`src/rtl/bus_addr_decoder.sv`:
```
// bus_addr_decoder
//   Captures the serial device-select bits that open each bus transaction,
//   selects the matching slave, and then steers the master's handshakes to
//   that slave until the grant drops. Also handles slave splits (the select
//   is held while the slave is split and reused when the master is
//   re-granted), and reports decode errors and capture timeouts.
//
// Ports
//   clk, rstn            clock, asynchronous active-low reset
//   bgrant               a master holds the bus
//   m_wr_bus             serial write bit from the master (broadcast to slaves)
//   m_master_valid/ready master bit-valid / master ready for a read bit
//   m_slave_ready/valid  ready / read-valid returned to the master
//   m_rd_bus             serial read bit returned to the master
//   ack, dec_err         one-cycle pulses: accepted / bad index or timeout
//   split                selected slave is split (to the arbiter)
//   s_sel                one-hot registered slave select
//   s_wr_bus             broadcast write bit
//   s_master_valid/ready per-slave copies, only the selected bit can be high
//   s_slave_ready/valid, s_rd_bus, s_split   per-slave inputs
module bus_addr_decoder #(
  parameter int NUM_SLAVES = 3,
  parameter int DEV_BITS   = 2,
  parameter int TIMEOUT    = 16
) (
  input  logic                  clk,
  input  logic                  rstn,
  input  logic                  bgrant,
  input  logic                  m_wr_bus,
  input  logic                  m_master_valid,
  input  logic                  m_master_ready,
  output logic                  m_slave_ready,
  output logic                  m_slave_valid,
  output logic                  m_rd_bus,
  output logic                  ack,
  output logic                  dec_err,
  output logic                  split,
  output logic [NUM_SLAVES-1:0] s_sel,
  output logic                  s_wr_bus,
  output logic [NUM_SLAVES-1:0] s_master_valid,
  output logic [NUM_SLAVES-1:0] s_master_ready,
  input  logic [NUM_SLAVES-1:0] s_slave_ready,
  input  logic [NUM_SLAVES-1:0] s_slave_valid,
  input  logic [NUM_SLAVES-1:0] s_rd_bus,
  input  logic [NUM_SLAVES-1:0] s_split
);

  localparam int CW = $clog2(DEV_BITS + 1);
  localparam int TW = $clog2(TIMEOUT + 1);

  typedef enum logic [2:0] {IDLE, ADDR, ACK, ROUTE, SPLIT, RESUME} state_t;

  state_t                state_q, state_d;
  logic [DEV_BITS-1:0]   dev_q, dev_d;
  logic [CW-1:0]         cnt_q, cnt_d;
  logic [TW-1:0]         tcnt_q, tcnt_d;
  logic [NUM_SLAVES-1:0] sel_q, sel_d;
  logic                  ack_q, ack_d;
  logic                  err_q, err_d;

  // Shift path. The register's top bit is always 0 when the last bit
  // arrives (only DEV_BITS-1 bits were shifted in from zero), so the
  // extended value can be used directly as the decoded index.
  logic [DEV_BITS:0]     dev_ext;
  logic [31:0]           idx;
  logic [NUM_SLAVES-1:0] onehot;
  logic                  idx_ok;
  logic [CW-1:0]         cnt_inc;
  logic [TW-1:0]         tcnt_inc;
  logic                  sel_split;

  assign dev_ext   = {dev_q, m_wr_bus};
  assign idx       = 32'(dev_ext);
  assign idx_ok    = idx < 32'(NUM_SLAVES);
  assign cnt_inc   = cnt_q + CW'(1);
  assign tcnt_inc  = tcnt_q + TW'(1);
  assign sel_split = |(s_split & sel_q);

  always_comb begin
    onehot = '0;
    for (int i = 0; i < NUM_SLAVES; i++) onehot[i] = (idx == 32'(i));
  end

  always_comb begin
    state_d = state_q;
    dev_d   = dev_q;
    cnt_d   = cnt_q;
    tcnt_d  = tcnt_q;
    sel_d   = sel_q;
    ack_d   = 1'b0;
    err_d   = 1'b0;
    case (state_q)
      // cnt_q is 0 in IDLE, so both states share the capture path; with
      // DEV_BITS==1 the first bit decodes straight from IDLE.
      IDLE, ADDR: begin
        if (!bgrant) begin
          state_d = IDLE;
          dev_d   = '0;
          cnt_d   = '0;
          tcnt_d  = '0;
        end else if (m_master_valid) begin
          tcnt_d = '0;
          if (cnt_inc == CW'(DEV_BITS)) begin
            dev_d = '0;
            cnt_d = '0;
            if (idx_ok) begin
              sel_d   = onehot;
              state_d = ACK;
            end else begin
              err_d   = 1'b1;
              state_d = IDLE;
            end
          end else begin
            dev_d   = dev_ext[DEV_BITS-1:0];
            cnt_d   = cnt_inc;
            state_d = ADDR;
          end
        end else if (state_q == ADDR) begin
          if (tcnt_inc == TW'(TIMEOUT)) begin
            err_d   = 1'b1;
            state_d = IDLE;
            dev_d   = '0;
            cnt_d   = '0;
            tcnt_d  = '0;
          end else begin
            tcnt_d = tcnt_inc;
          end
        end
      end
      ACK: begin
        if (!bgrant) begin
          sel_d   = '0;
          state_d = IDLE;
        end else begin
          ack_d   = 1'b1;
          state_d = ROUTE;
        end
      end
      ROUTE: begin
        // A split wins over a grant drop in the same cycle.
        if (sel_split) state_d = SPLIT;
        else if (!bgrant) begin
          sel_d   = '0;
          state_d = IDLE;
        end
      end
      SPLIT:   if (!sel_split) state_d = RESUME;
      RESUME:  if (bgrant) state_d = ROUTE;
      default: state_d = IDLE;
    endcase
  end

  always_ff @(posedge clk or negedge rstn) begin
    if (!rstn) begin
      state_q <= IDLE;
      dev_q   <= '0;
      cnt_q   <= '0;
      tcnt_q  <= '0;
      sel_q   <= '0;
      ack_q   <= 1'b0;
      err_q   <= 1'b0;
    end else begin
      state_q <= state_d;
      dev_q   <= dev_d;
      cnt_q   <= cnt_d;
      tcnt_q  <= tcnt_d;
      sel_q   <= sel_d;
      ack_q   <= ack_d;
      err_q   <= err_d;
    end
  end

  logic route;
  assign route = (state_q == ROUTE);

  always_comb begin
    m_slave_ready = 1'b0;
    case (state_q)
      IDLE:    m_slave_ready = bgrant & rstn;  // keep outputs low while in reset
      ADDR:    m_slave_ready = 1'b1;
      ROUTE:   m_slave_ready = |(sel_q & s_slave_ready);
      default: m_slave_ready = 1'b0;
    endcase
  end

  assign m_slave_valid  = route & |(sel_q & s_slave_valid);
  assign m_rd_bus       = route & |(sel_q & s_rd_bus);
  assign s_master_valid = route ? (sel_q & {NUM_SLAVES{m_master_valid}}) : '0;
  assign s_master_ready = route ? (sel_q & {NUM_SLAVES{m_master_ready}}) : '0;
  assign split          = (state_q == SPLIT) & sel_split;
  assign s_sel          = sel_q;
  assign s_wr_bus       = m_wr_bus;
  assign ack            = ack_q;
  assign dec_err        = err_q;

endmodule

```
`config.mk`:
```
export PLATFORM = sky130hd
export DESIGN_NAME = bus_addr_decoder
export DESIGN_NICKNAME = d
export VERILOG_FILES = /design/src/rtl/bus_addr_decoder.sv
export SDC_FILE = /design/constraint.sdc
export NUM_CORES = 1
export LEC_CHECK = 0
export BUFFER_PORTS_ARGS = -buffer_cell sky130_fd_sc_hd__buf_2
export CELL_PAD_IN_SITES_DETAIL_PLACEMENT = 1
export CELL_PAD_IN_SITES_GLOBAL_PLACEMENT = 1
export CORE_MARGIN = 8
export CORE_UTILIZATION = 30
export DETAILED_ROUTE_END_ITERATION = 8
export PLACE_DENSITY_LB_ADDON = 0.1
export SLEW_MARGIN = 0
export SYNTH_ARGS = -nofsm -noshare
export SYNTH_HDL_FRONTEND = slang
export SYNTH_SLANG_ARGS = --single-unit
export TNS_END_PERCENT = 1
```
`constraint.sdc`:
```
create_clock -name clk -period 4 [get_ports clk]
set_clock_uncertainty 0.05 [all_clocks]
set_input_delay 0.8 -clock clk [delete_from_list [all_inputs] [get_ports clk]]
set_output_delay 0.8 -clock clk [all_outputs]
set_load 0.05 [all_outputs]
```
==> impl_metrics.csv <==
group,metric,value,unit
status,status,"finished, final reports clean",
cts,hold_buffers,0,
worst_setup_path,cp_slowest_cell,"dfrtp_1",
grt,overflow,0,
floorplanning,floorplan.initialDensity,0.306,
power,switchingPower,0.275,mW
cts,cts_made_buffers,3,
worst_setup_path,rrSetupSlack,1.97,ns
cts,cts-root-buf,"clkbuf_8",
yosys,synth_cells,126,
timing,rsz0062_at_grt,"false",
timing,min_period,2.84,ns
yosys,ys_top_cells_by_count,"dfrtp_1, nand2_1, o21ai_0",
routing,routed_wl,3390,um
yosys,yosys.area.top_type_share,0.385,
cts,clk_latency,0.25,ns
routing,ant_nets,0,
worst_setup_path,crit_type,"reg -> out",
grt,grt_pass1_vias,1153,
finish,post_layout_nonfiller_instances,204,
worst_setup_path,r2r_cells,5,
floorplanning,rows,22,
place,dp_slack,1.21,ns
cts,clk_path_buf_depth,2,
cts,htreeDepth,1,
grt,antenna_found_initial,0,
power,pwr-share-clk,0.210,
yosys,synth.most_common_cell,"dfrtp_1",
timing,fin_crit_sh,0.710,
worst_setup_path,path_buf_inv,1,
power,p_comb_frac,0.370,
grt,grt_max_degree,20,
place,port-buffer-count,33,
run,cap_violations,0,
worst_setup_path,crit_path_end_kind,"primary output",
power,seq_power_share,0.420,
worst_setup_path,path_max_fanout,14,
routing,m1WireLength,1650,um
yosys,synth_seq_area_share,0.385,
yosys,ys.flop_type,"dfrtp_1",
finish,diodes,0,
yosys,synthDistinctLibCells,37,
place,gp_congestion,0.754,
floorplanning,num_io_pins,34,
grt,grt_pass1_wl,5730,um
worst_setup_path,regToRegStartpoint,"s_sel[0]",
worst_setup_path,crit_chain,"nor2b_1, and2_1, and3_2, buf_2",
timing,hold_viol,0,
routing,dr.first_iter.drc_count,59,
timing,slew_headroom,0.531,
worst_setup_path,max_stage_delay,0.67,ns
timing,fin_ws,1.16,ns
timing,max_clock_freq,352,MHz
routing,wl_met3,76,um
finish,drive_gt1_frac,0.256,
timing,tns,0,ns
routing,drcViolationCount,0,
cts,cts_tree,"done",
yosys,synthTopCellsByArea,"dfrtp_1, o21ai_0, nand2_1",
power,power_density,472,nW/um2
place,post-dp-hpwl,2530,um
worst_setup_path,worstSetupStartpointType,"register",
cts,cts.sinks,17,
power,total_power,0.628,mW
power,p_leak,0.639,nW
finish,area_growth,20.5,%
timing,slew_viol_final,0,
worst_setup_path,r2r_end,"s_sel[1]",
routing,wl_per_cell,16.6,um
yosys,syn_area,1100,um2
cts,path_clk_slew,0.07,ns
routing,vias,1089,
place,numPlacedInstances,200,
timing,setup_viol,0,
cts,post_cts_buffers,0,
worst_setup_path,worst-endpoint-arrival,1.99,ns
yosys,synth_area_leader_cell,"dfrtp_1",
yosys,synth_enable_flop_cells,0,
cts,post_cts_resized,0,
floorplanning,chipWidth,76.7,um
yosys,ys_warn_count,0,
power,p_sw_frac,0.438,
yosys,synthArstFlopShare,1.00,
routing,highest_layer,"met4",
yosys,synth-seq-cells,17,
yosys,avgSynthCellArea,8.76,um2
floorplanning,die_area,5880,um2
routing,wl_met2,1650,um
power,p_int,0.353,mW
finish,fill_cells,453,
worst_setup_path,cp_top_family,"simple AND/OR/NAND/NOR gates",
floorplanning,core_area,3610,um2
finish,fin_nets,176,
grt,track_usage,0.117,
power,peakVddDrop,188,uV
worst_setup_path,worst_ep_required_time,3.15,ns
yosys,synth.net_count,145,
routing,viasPerCell,5.34,
floorplanning,die_h,76.7,um
worst_hold_path,min_path_type,"in -> async",
timing,worst_slew_pin_slew,0.703,ns
routing,drt_first_pass_iters,4,
[power by group through the flow]
stage | Clock [mW] | Sequential (mW) | Combinational [mW]
after CTS | 0.138 | 0.263 | 0.235
after detailed placement | 0 | 0.267 | 0.234
after floorplan | 0 | 0.266 | 0.168
final | 0.132 | 0.264 | 0.233
after global routing | 0.150 | 0.271 | 0.255
after global placement | 0 | 0.265 | 0.233
[per-layer routing]
metal | global-route usage | vias up
li1 | - | 527
met1 | 0.152 | 542
met2 | 0.193 | 18
met3 | 0.0221 | 2
met4 | 0.0288 | 0
met5 | 0 | -
[registers in the layout (all words and copies together) (netlist names)]
signal and count:
tcnt_q 5, s_sel 3, ack 1, dec_err 1, dev_q 2, cnt_q 2
state_q 3
[per-stage QoR]
step	area, um2	utilization	hold slack (ns)
6_report	1330	0.369	0.424
5_1_grt	1330	0.369	0.446
4_1_cts	1330	0.369	0.436
3_5_place_dp	1280	0.356	0.469
3_3_place_gp	1280	0.356	0.461
2_1_floorplan	1100	-	0.418
[layout make-up]
type,count,area [um2],area share
clock buffers,4,45.0,0.0339
inverters,3,11.3,0.00847
multi-input cells,99,623,0.468
flip-flops and latches,17,425,0.320
well taps,48,60.1,0.0452
repair buffers,33,165,0.124
[worst max path at each step]
stage / start / endpoint / slack, ns / cells after the start
2_1_floorplan: s_sel[0] / split / 0.63 / 2
3_3_place_gp: s_split[0] / split / 1.27 / 4
3_5_place_dp: s_split[0] / split / 1.21 / 4
4_1_cts: state_q[1] / s_master_valid[0] / 1.20 / 4
5_1_grt: state_q[1] / s_master_valid[0] / 1.05 / 4
6_report: state_q[1] / s_master_valid[0] / 1.16 / 4
[cells by family (layout without fill, tap and decap cells)]
family | Yosys count | in the layout | share of synthesized area
and+or+nand+nor | 56 | 56 | 0.281
DFF | 17 | 17 | 0.385
buffers and inverters | 10 | 40 | 0.0499
muxes | 2 | 2 | 0.0181
AOI/OAI and AO/OA | 40 | 40 | 0.254
adders and majority gates | 1 | 1 | 0.0113
[layout by cell type, fill, tap and decap left out, types with 3 or more instances in the layout]
master    count
nand3_1       3
a22o_1        3
inv_1         3
nand2_1      11
buf_2        33
clkbuf_8      3
nand3b_1      5
nor2b_1       5
a21oi_1       7
nor2_1        6
o31ai_1       3
o21ai_0       9
and3_1        6
nand2b_1      5
dfrtp_1      17
a222oi_1      3
and2_1        4
nor3_1        4
Note: power is estimated with default switching activity, not from simulation.
